### src/rtl/calu_arbiter_pkg.sv
// Shared widths, complex-word slice positions and FSM encoding for the
// two-client complex-ALU arbiter.
package calu_arbiter_pkg;
  localparam int DATA_W = 64;
  localparam int OPR_W  = 5;
  localparam int RE_HI  = 63;
  localparam int RE_LO  = 32;
  localparam int IM_HI  = 31;
  localparam int IM_LO  = 0;

  localparam logic [1:0] ST_IDLE  = 2'd0;
  localparam logic [1:0] ST_ISSUE = 2'd1;
  localparam logic [1:0] ST_WAIT  = 2'd2;
  localparam logic [1:0] ST_RESP  = 2'd3;
endpackage

### src/rtl/calu_arbiter_if.sv
// Start/done bus between the arbiter (master) and the shared complex ALU (slave).
interface calu_arbiter_if;
  import calu_arbiter_pkg::*;

  logic              alu_start;
  logic [OPR_W-1:0]  alu_opr;
  logic [DATA_W-1:0] alu_inA;
  logic [DATA_W-1:0] alu_inB;
  logic [DATA_W-1:0] alu_outAB;
  logic              alu_done;

  modport master (
    output alu_start, alu_opr, alu_inA, alu_inB,
    input  alu_outAB, alu_done
  );

  modport slave (
    input  alu_start, alu_opr, alu_inA, alu_inB,
    output alu_outAB, alu_done
  );
endinterface

### src/rtl/calu_arbiter_rr_arb2.sv
// Combinational two-way round-robin pick: a lone requester wins, a tie goes
// to the requester that was not served last.
module rr_arb2 (
  input  logic [1:0] req,
  input  logic       last,
  output logic       pick
);
  always_comb begin
    pick = 1'b0;
    if (req == 2'b11) pick = ~last;
    else              pick = req[1];
  end
endmodule

### src/rtl/calu_arbiter.sv
// Shares one complex ALU between two requesters: round-robin grant, operand
// capture, single start pulse, result return and a done watchdog.
//
// state    | meaning
// ST_IDLE  | no operation; sample req0/req1 and capture the winner's operands
// ST_ISSUE | gnt and alu_start high for this one cycle, watchdog cleared
// ST_WAIT  | waiting for alu_done or watchdog terminal count
// ST_RESP  | done pulse to the owner, owner becomes last served
module calu_arbiter
  import calu_arbiter_pkg::*;
#(
  parameter int TIMEOUT = 255,
  parameter int CNT_W   = 8
) (
  input  logic              clock,
  input  logic              reset,
  input  logic              req0,
  input  logic              req1,
  input  logic [OPR_W-1:0]  opr0,
  input  logic [OPR_W-1:0]  opr1,
  input  logic [DATA_W-1:0] a0,
  input  logic [DATA_W-1:0] a1,
  input  logic [DATA_W-1:0] b0,
  input  logic [DATA_W-1:0] b1,
  output logic              gnt0,
  output logic              gnt1,
  output logic              done0,
  output logic              done1,
  output logic [DATA_W-1:0] res0,
  output logic [DATA_W-1:0] res1,
  output logic              err0,
  output logic              err1,
  calu_arbiter_if.master    alu
);
  localparam logic [CNT_W-1:0] TC = CNT_W'(TIMEOUT - 1);

  logic [1:0]        state;
  logic              owner;
  logic              last;
  logic [CNT_W-1:0]  cnt;
  logic              start_q;
  logic [OPR_W-1:0]  opr_q;
  logic [DATA_W-1:0] ina_q;
  logic [DATA_W-1:0] inb_q;
  logic              win;
  logic              fin;

  rr_arb2 u_rr (
    .req  ({req1, req0}),
    .last (last),
    .pick (win)
  );

  // done wins over a coincident watchdog expiry
  assign fin = alu.alu_done || (cnt == TC);

  assign alu.alu_start = start_q;
  assign alu.alu_opr   = opr_q;
  assign alu.alu_inA   = ina_q;
  assign alu.alu_inB   = inb_q;

  always_ff @(posedge clock or negedge reset) begin
    if (!reset) begin
      state   <= ST_IDLE;
      owner   <= 1'b0;
      last    <= 1'b1;
      cnt     <= '0;
      start_q <= 1'b0;
      opr_q   <= '0;
      ina_q   <= '0;
      inb_q   <= '0;
      gnt0    <= 1'b0;
      gnt1    <= 1'b0;
      done0   <= 1'b0;
      done1   <= 1'b0;
      res0    <= '0;
      res1    <= '0;
      err0    <= 1'b0;
      err1    <= 1'b0;
    end else begin
      gnt0    <= 1'b0;
      gnt1    <= 1'b0;
      done0   <= 1'b0;
      done1   <= 1'b0;
      start_q <= 1'b0;
      case (state)
        ST_IDLE: begin
          if (req0 || req1) begin
            opr_q   <= win ? opr1 : opr0;
            ina_q   <= win ? a1 : a0;
            inb_q   <= win ? b1 : b0;
            owner   <= win;
            gnt0    <= ~win;
            gnt1    <= win;
            start_q <= 1'b1;
            state   <= ST_ISSUE;
          end
        end
        ST_ISSUE: begin
          cnt   <= '0;
          state <= ST_WAIT;
        end
        ST_WAIT: begin
          if (fin) begin
            if (owner) begin
              res1  <= alu.alu_done ? alu.alu_outAB : '0;
              err1  <= ~alu.alu_done;
              done1 <= 1'b1;
            end else begin
              res0  <= alu.alu_done ? alu.alu_outAB : '0;
              err0  <= ~alu.alu_done;
              done0 <= 1'b1;
            end
            state <= ST_RESP;
          end else begin
            cnt <= cnt + CNT_W'(1);
          end
        end
        ST_RESP: begin
          last  <= owner;
          state <= ST_IDLE;
        end
        default: state <= ST_IDLE;
      endcase
    end
  end
endmodule

### src/flat_wrapper.sv
// flat-port wrapper written by rule: the top's interface ports become plain ports
module calu_arbiter_flat import calu_arbiter_pkg::*;
#(
  parameter int TIMEOUT = 255,
  parameter int CNT_W   = 8
)
  (clock, reset, req0, req1, opr0, opr1, a0, a1, b0, b1, gnt0, gnt1, done0, done1, res0, res1, err0, err1, alu_alu_start, alu_alu_opr, alu_alu_inA, alu_alu_inB, alu_alu_outAB, alu_alu_done);
  calu_arbiter_if alu_i ();
  input  logic clock;
  input  logic reset;
  input  logic req0;
  input  logic req1;
  input  logic [OPR_W-1:0] opr0;
  input  logic [OPR_W-1:0] opr1;
  input  logic [DATA_W-1:0] a0;
  input  logic [DATA_W-1:0] a1;
  input  logic [DATA_W-1:0] b0;
  input  logic [DATA_W-1:0] b1;
  output logic gnt0;
  output logic gnt1;
  output logic done0;
  output logic done1;
  output logic [DATA_W-1:0] res0;
  output logic [DATA_W-1:0] res1;
  output logic err0;
  output logic err1;
  output wire logic [$bits(alu_i.alu_start)-1:0] alu_alu_start;
  output wire logic [$bits(alu_i.alu_opr)-1:0] alu_alu_opr;
  output wire logic [$bits(alu_i.alu_inA)-1:0] alu_alu_inA;
  output wire logic [$bits(alu_i.alu_inB)-1:0] alu_alu_inB;
  input wire logic [$bits(alu_i.alu_outAB)-1:0] alu_alu_outAB;
  input wire logic [$bits(alu_i.alu_done)-1:0] alu_alu_done;
  assign alu_alu_start = alu_i.alu_start;
  assign alu_alu_opr = alu_i.alu_opr;
  assign alu_alu_inA = alu_i.alu_inA;
  assign alu_alu_inB = alu_i.alu_inB;
  assign alu_i.alu_outAB = alu_alu_outAB;
  assign alu_i.alu_done = alu_alu_done;
  calu_arbiter #(.TIMEOUT(TIMEOUT), .CNT_W(CNT_W)) u_core (.clock(clock), .reset(reset), .req0(req0), .req1(req1), .opr0(opr0), .opr1(opr1), .a0(a0), .a1(a1), .b0(b0), .b1(b1), .gnt0(gnt0), .gnt1(gnt1), .done0(done0), .done1(done1), .res0(res0), .res1(res1), .err0(err0), .err1(err1), .alu(alu_i));
endmodule
### config.mk
export PLATFORM = sky130hd
export DESIGN_NAME = calu_arbiter_flat
export DESIGN_NICKNAME = d
export VERILOG_FILES = /design/src/rtl/calu_arbiter_pkg.sv /design/src/rtl/calu_arbiter_if.sv /design/src/rtl/calu_arbiter_rr_arb2.sv /design/src/rtl/calu_arbiter.sv /design/src/flat_wrapper.sv
export SDC_FILE = /design/constraint.sdc
export NUM_CORES = 1
export LEC_CHECK = 0
export ABC_AREA = 1
export CAP_MARGIN = 20
export CORE_AREA = 2 2 235 237
export DETAILED_ROUTE_END_ITERATION = 10
export DIE_AREA = 0 0 237 239
export REMOVE_ABC_BUFFERS = 1
export SETUP_SLACK_MARGIN = 0.05
export SYNTH_ARGS = -nofsm -noshare
export SYNTH_HDL_FRONTEND = slang
export SYNTH_HIERARCHICAL = 1
export SYNTH_SLANG_ARGS = --single-unit
### constraint.sdc
create_clock -name clock -period 1.7 [get_ports clock]
set_clock_uncertainty 0.15 [all_clocks]
set_input_delay 0.255 -clock clock [delete_from_list [all_inputs] [get_ports clock]]
set_output_delay 0.255 -clock clock [all_outputs]
set_load 0.05 [all_outputs]
==> flow_summary.json <==
{
  "status": "finished, violations left",
  "violations": "negative setup slack",
  "p_leak_nw": 10.13,
  "tightest_slew_ns": 0.4467,
  "hold_class": "in -> async",
  "layout.area.seq_um2": 7008,
  "clkTransAtPathRegs_ns": 0.06,
  "htreeDepth": 2,
  "setup_slack_ns": -0.06831,
  "max_stage_delay_ns": 0.38,
  "die_area_um2": 56640,
  "p_per_area_nw_per_um2": 2091,
  "relSlewSlack": 0.7022,
  "fin_crit_ns": 1.768,
  "timing.rr.start": "u_core/cnt[0]",
  "rows": 86,
  "overflow": 0,
  "fin_cells": 2715,
  "crit_path_max_fanout": 18,
  "start_util": 0.2158,
  "r2r_setup_slack_ns": -0.07,
  "maxCapViolations": 0,
  "wl_um": 51990,
  "die_height_um": 239,
  "clock-sinks": 280,
  "core_area_um2": 54340,
  "cp_num_buf_inv": 3,
  "nets": 2323,
  "final_common_cell": "nand2_1",
  "synth.area.top_cells": "dfrtp_1, nand2_1, nand3_1",
  "r2r-end": "u_core/res0[38]",
  "synth_cell_types": 24,
  "final_cell_mix": "nand2_1, clkdlybuf4s50_1, dfrtp_1",
  "antenna_found_initial": 6,
  "fillers": 5294,
  "grt_pass1_vias": 11890,
  "worst-setup-path-type": "reg -> reg",
  "crit_chain": "inv_2, ha_4, nand2_2, nor2_2, nand2_2, nand2_4, nand3_4, buf_12, buf_16, nand2_1, o21ai_1",
  "dpl.hpwl_um": 35380,
  "required_ns": 1.96,
  "yosys.area.top_type_share": 0.5953,
  "cp_common_cell": "nand2_2",
  "drc": 0,
  "rsz0062_at_grt": "true",
  "ys_ff_latch": 280,
  "grt-busiest-layer": "met2",
  "worstSkewPairLatency_ns": 0.54,
  "vias_per_cell": 4.359,
  "port_buffers": 602,
  "dp_cells": 2605,
  "fin_util": 0.3953,
  "yosysWarnings": 6,
  "synthCells": 1303,
  "grt_use_met3": 0.07252,
  "tritoncts": "done",
  "synth_area_um2": 11730,
  "irDropWorstVdd_mv": 1.289,
  "grt_max_degree": 58,
  "met2_usage": 0.2800,
  "crit_arrival_ns": 2.03,
  "grt_pass1_wl_um": 73060,
  "fmax_mhz": 565.5,
  "clockRootBuffer": "clkbuf_16",
  "io_pins": 603,
  "drtIter0Drc": 587,
  "clk_path_buf_depth": 3,
  "die-width_um": 237,
  "grtUsageTotal": 0.1690,
  "syn2layout_area_growth_pct": 83.16,
  "routabilityCongestion": 0.8553,
  "hold_viol": 0,
  "yosysSeqAreaShare": 0.5976,
  "endpoint_kind": "flop",
  "grt_use_met1": 0.1940,
  "drive_gt1_frac": 0.3071,
  "synth_top_cell_by_area": "dfrtp_1",
  "cp_top_family": "simple AND/OR/NAND/NOR gates",
  "multiInputGateArea_um2": 4619,
  "syn-mean-instance-area_um2": 9.000,
  "place_ws_ns": -0.3936,
  "wl_per_cell_um": 19.15,
  "setup_viol": 196,
  "numCtsBuffers": 35,
  "antenna_left": 0,
  "critical-path-slowest-cell": "dfrtp_1",
  "min_period_over_period": 1.040,
  "slew_violations": 0,
  "vias": 11830,
  "drtPass1Iterations": 5,
  "r2r_cells": 11,
  "startpoint_type": "flop"
}
[report_power, final]
part	switching (mW)	leakage, nW	internal (mW)
logic	16.2	6.00	9.65
clock network	3.02	0.546	4.29
registers	2.23	3.58	9.52
total	21.5	10.1	23.5
[logic make-up (layout without fill, tap and decap cells)]
kind of cell / after synthesis / count (layout) / share of synthesized area
adders and majority gates: 6 / 6 / 0.006401
buffers and inverters: 93 / 796 / 0.04716
xor gates and xnor gates: 4 / 4 / 0.002988
DFF: 280 / 280 / 0.5976
and+or+nand+nor: 780 / 780 / 0.2692
AOI/OAI and AO/OA: 140 / 140 / 0.07671
other: 0 / 5 / 0
[cell type report]
cell class | instances | area share
diodes | 5 | 0.0005825
well taps | 704 | 0.04101
flip-flops and latches | 280 | 0.3262
inverters | 14 | 0.002446
multi-input cells | 930 | 0.2151
clock buffers | 46 | 0.04462
clock inverters | 15 | 0.006640
repair buffers | 721 | 0.3634
[stage by stage]
stage	TNS (ns)	hold slack (ns)	total power [mW]	area, um^2
floorplan	-1047.64	-0.1906	24.56	11230
global placement	-41.81	0.05794	35.26	18950
detailed placement	-47.84	0.06658	35.53	18950
CTS	-6.362	0.07190	43.80	20540
global route	-21.93	0.09955	47.08	21480
finish	-5.325	0.09013	44.91	21480
[worst max path at each step]
| stage | depth (start not counted) | slack [ns] | endpoint | from |
|---|---|---|---|---|
| 5_1_grt | 11 | -0.14 | u_core/res0[38] | u_core/cnt[0] |
| 2_1_floorplan | 2 | -7.27 | u_core/gnt0 | req1 |
| 3_5_place_dp | 7 | -0.39 | u_core/alu.alu_inA[40] | req1 |
| 4_1_cts | 11 | -0.07 | u_core/res0[50] | u_core/cnt[0] |
| 3_3_place_gp | 7 | -0.35 | u_core/alu.alu_inA[29] | req1 |
| 6_report | 11 | -0.07 | u_core/res0[38] | u_core/cnt[0] |
[state kept, by name (all words and copies together), names as in the netlist]
name,flops
u_core/res1,64
u_core/last,1
u_core/res0,64
u_core/alu.alu_opr,5
u_core/done0,1
u_core/owner,1
u_core/cnt,8
u_core/err1,1
u_core/err0,1
u_core/alu.alu_inB,64
u_core/gnt1,1
u_core/gnt0,1
u_core/done1,1
u_core/alu.alu_start,1
u_core/alu.alu_inA,64
u_core/state,2
[synthesized netlist by cell type]
cell type,number
nand2_1,617
dfstp_2,1
xor2_1,2
dfrtp_1,279
clkbuf_1,29
nand3_4,2
buf_6,20
a21oi_1,3
o21ai_0,5
nand2_2,2
buf_1,1
nand3_1,144
nand2_4,1
buf_2,22
o21ai_2,52
a21oi_2,1
nor3_1,1
inv_1,14
xnor2_1,2
nor2_1,10
buf_4,7
o21ai_1,79
ha_1,6
nor2_2,3
[what timing repair did]
item | 4_1_cts | 5_1_grt
setup endpoints to repair | 277 | 277
buffers inserted | 8 | 14
pin swaps | 5 | 17
hold buffers | 1 | 0
hold endpoints to repair | 279 | 0
gates resized for setup | 46 | 129
cloned | 9 | 12
[layer usage]
layer  wire length, um  share of wire  vias up
met5                13        0.00025        -
met4              1377          0.026        2
met3              5510           0.11       78
met2             25350           0.49      506
met1             19740           0.38     5698
li1                  -              -     5550
Power figures use the tool's default switching activity.
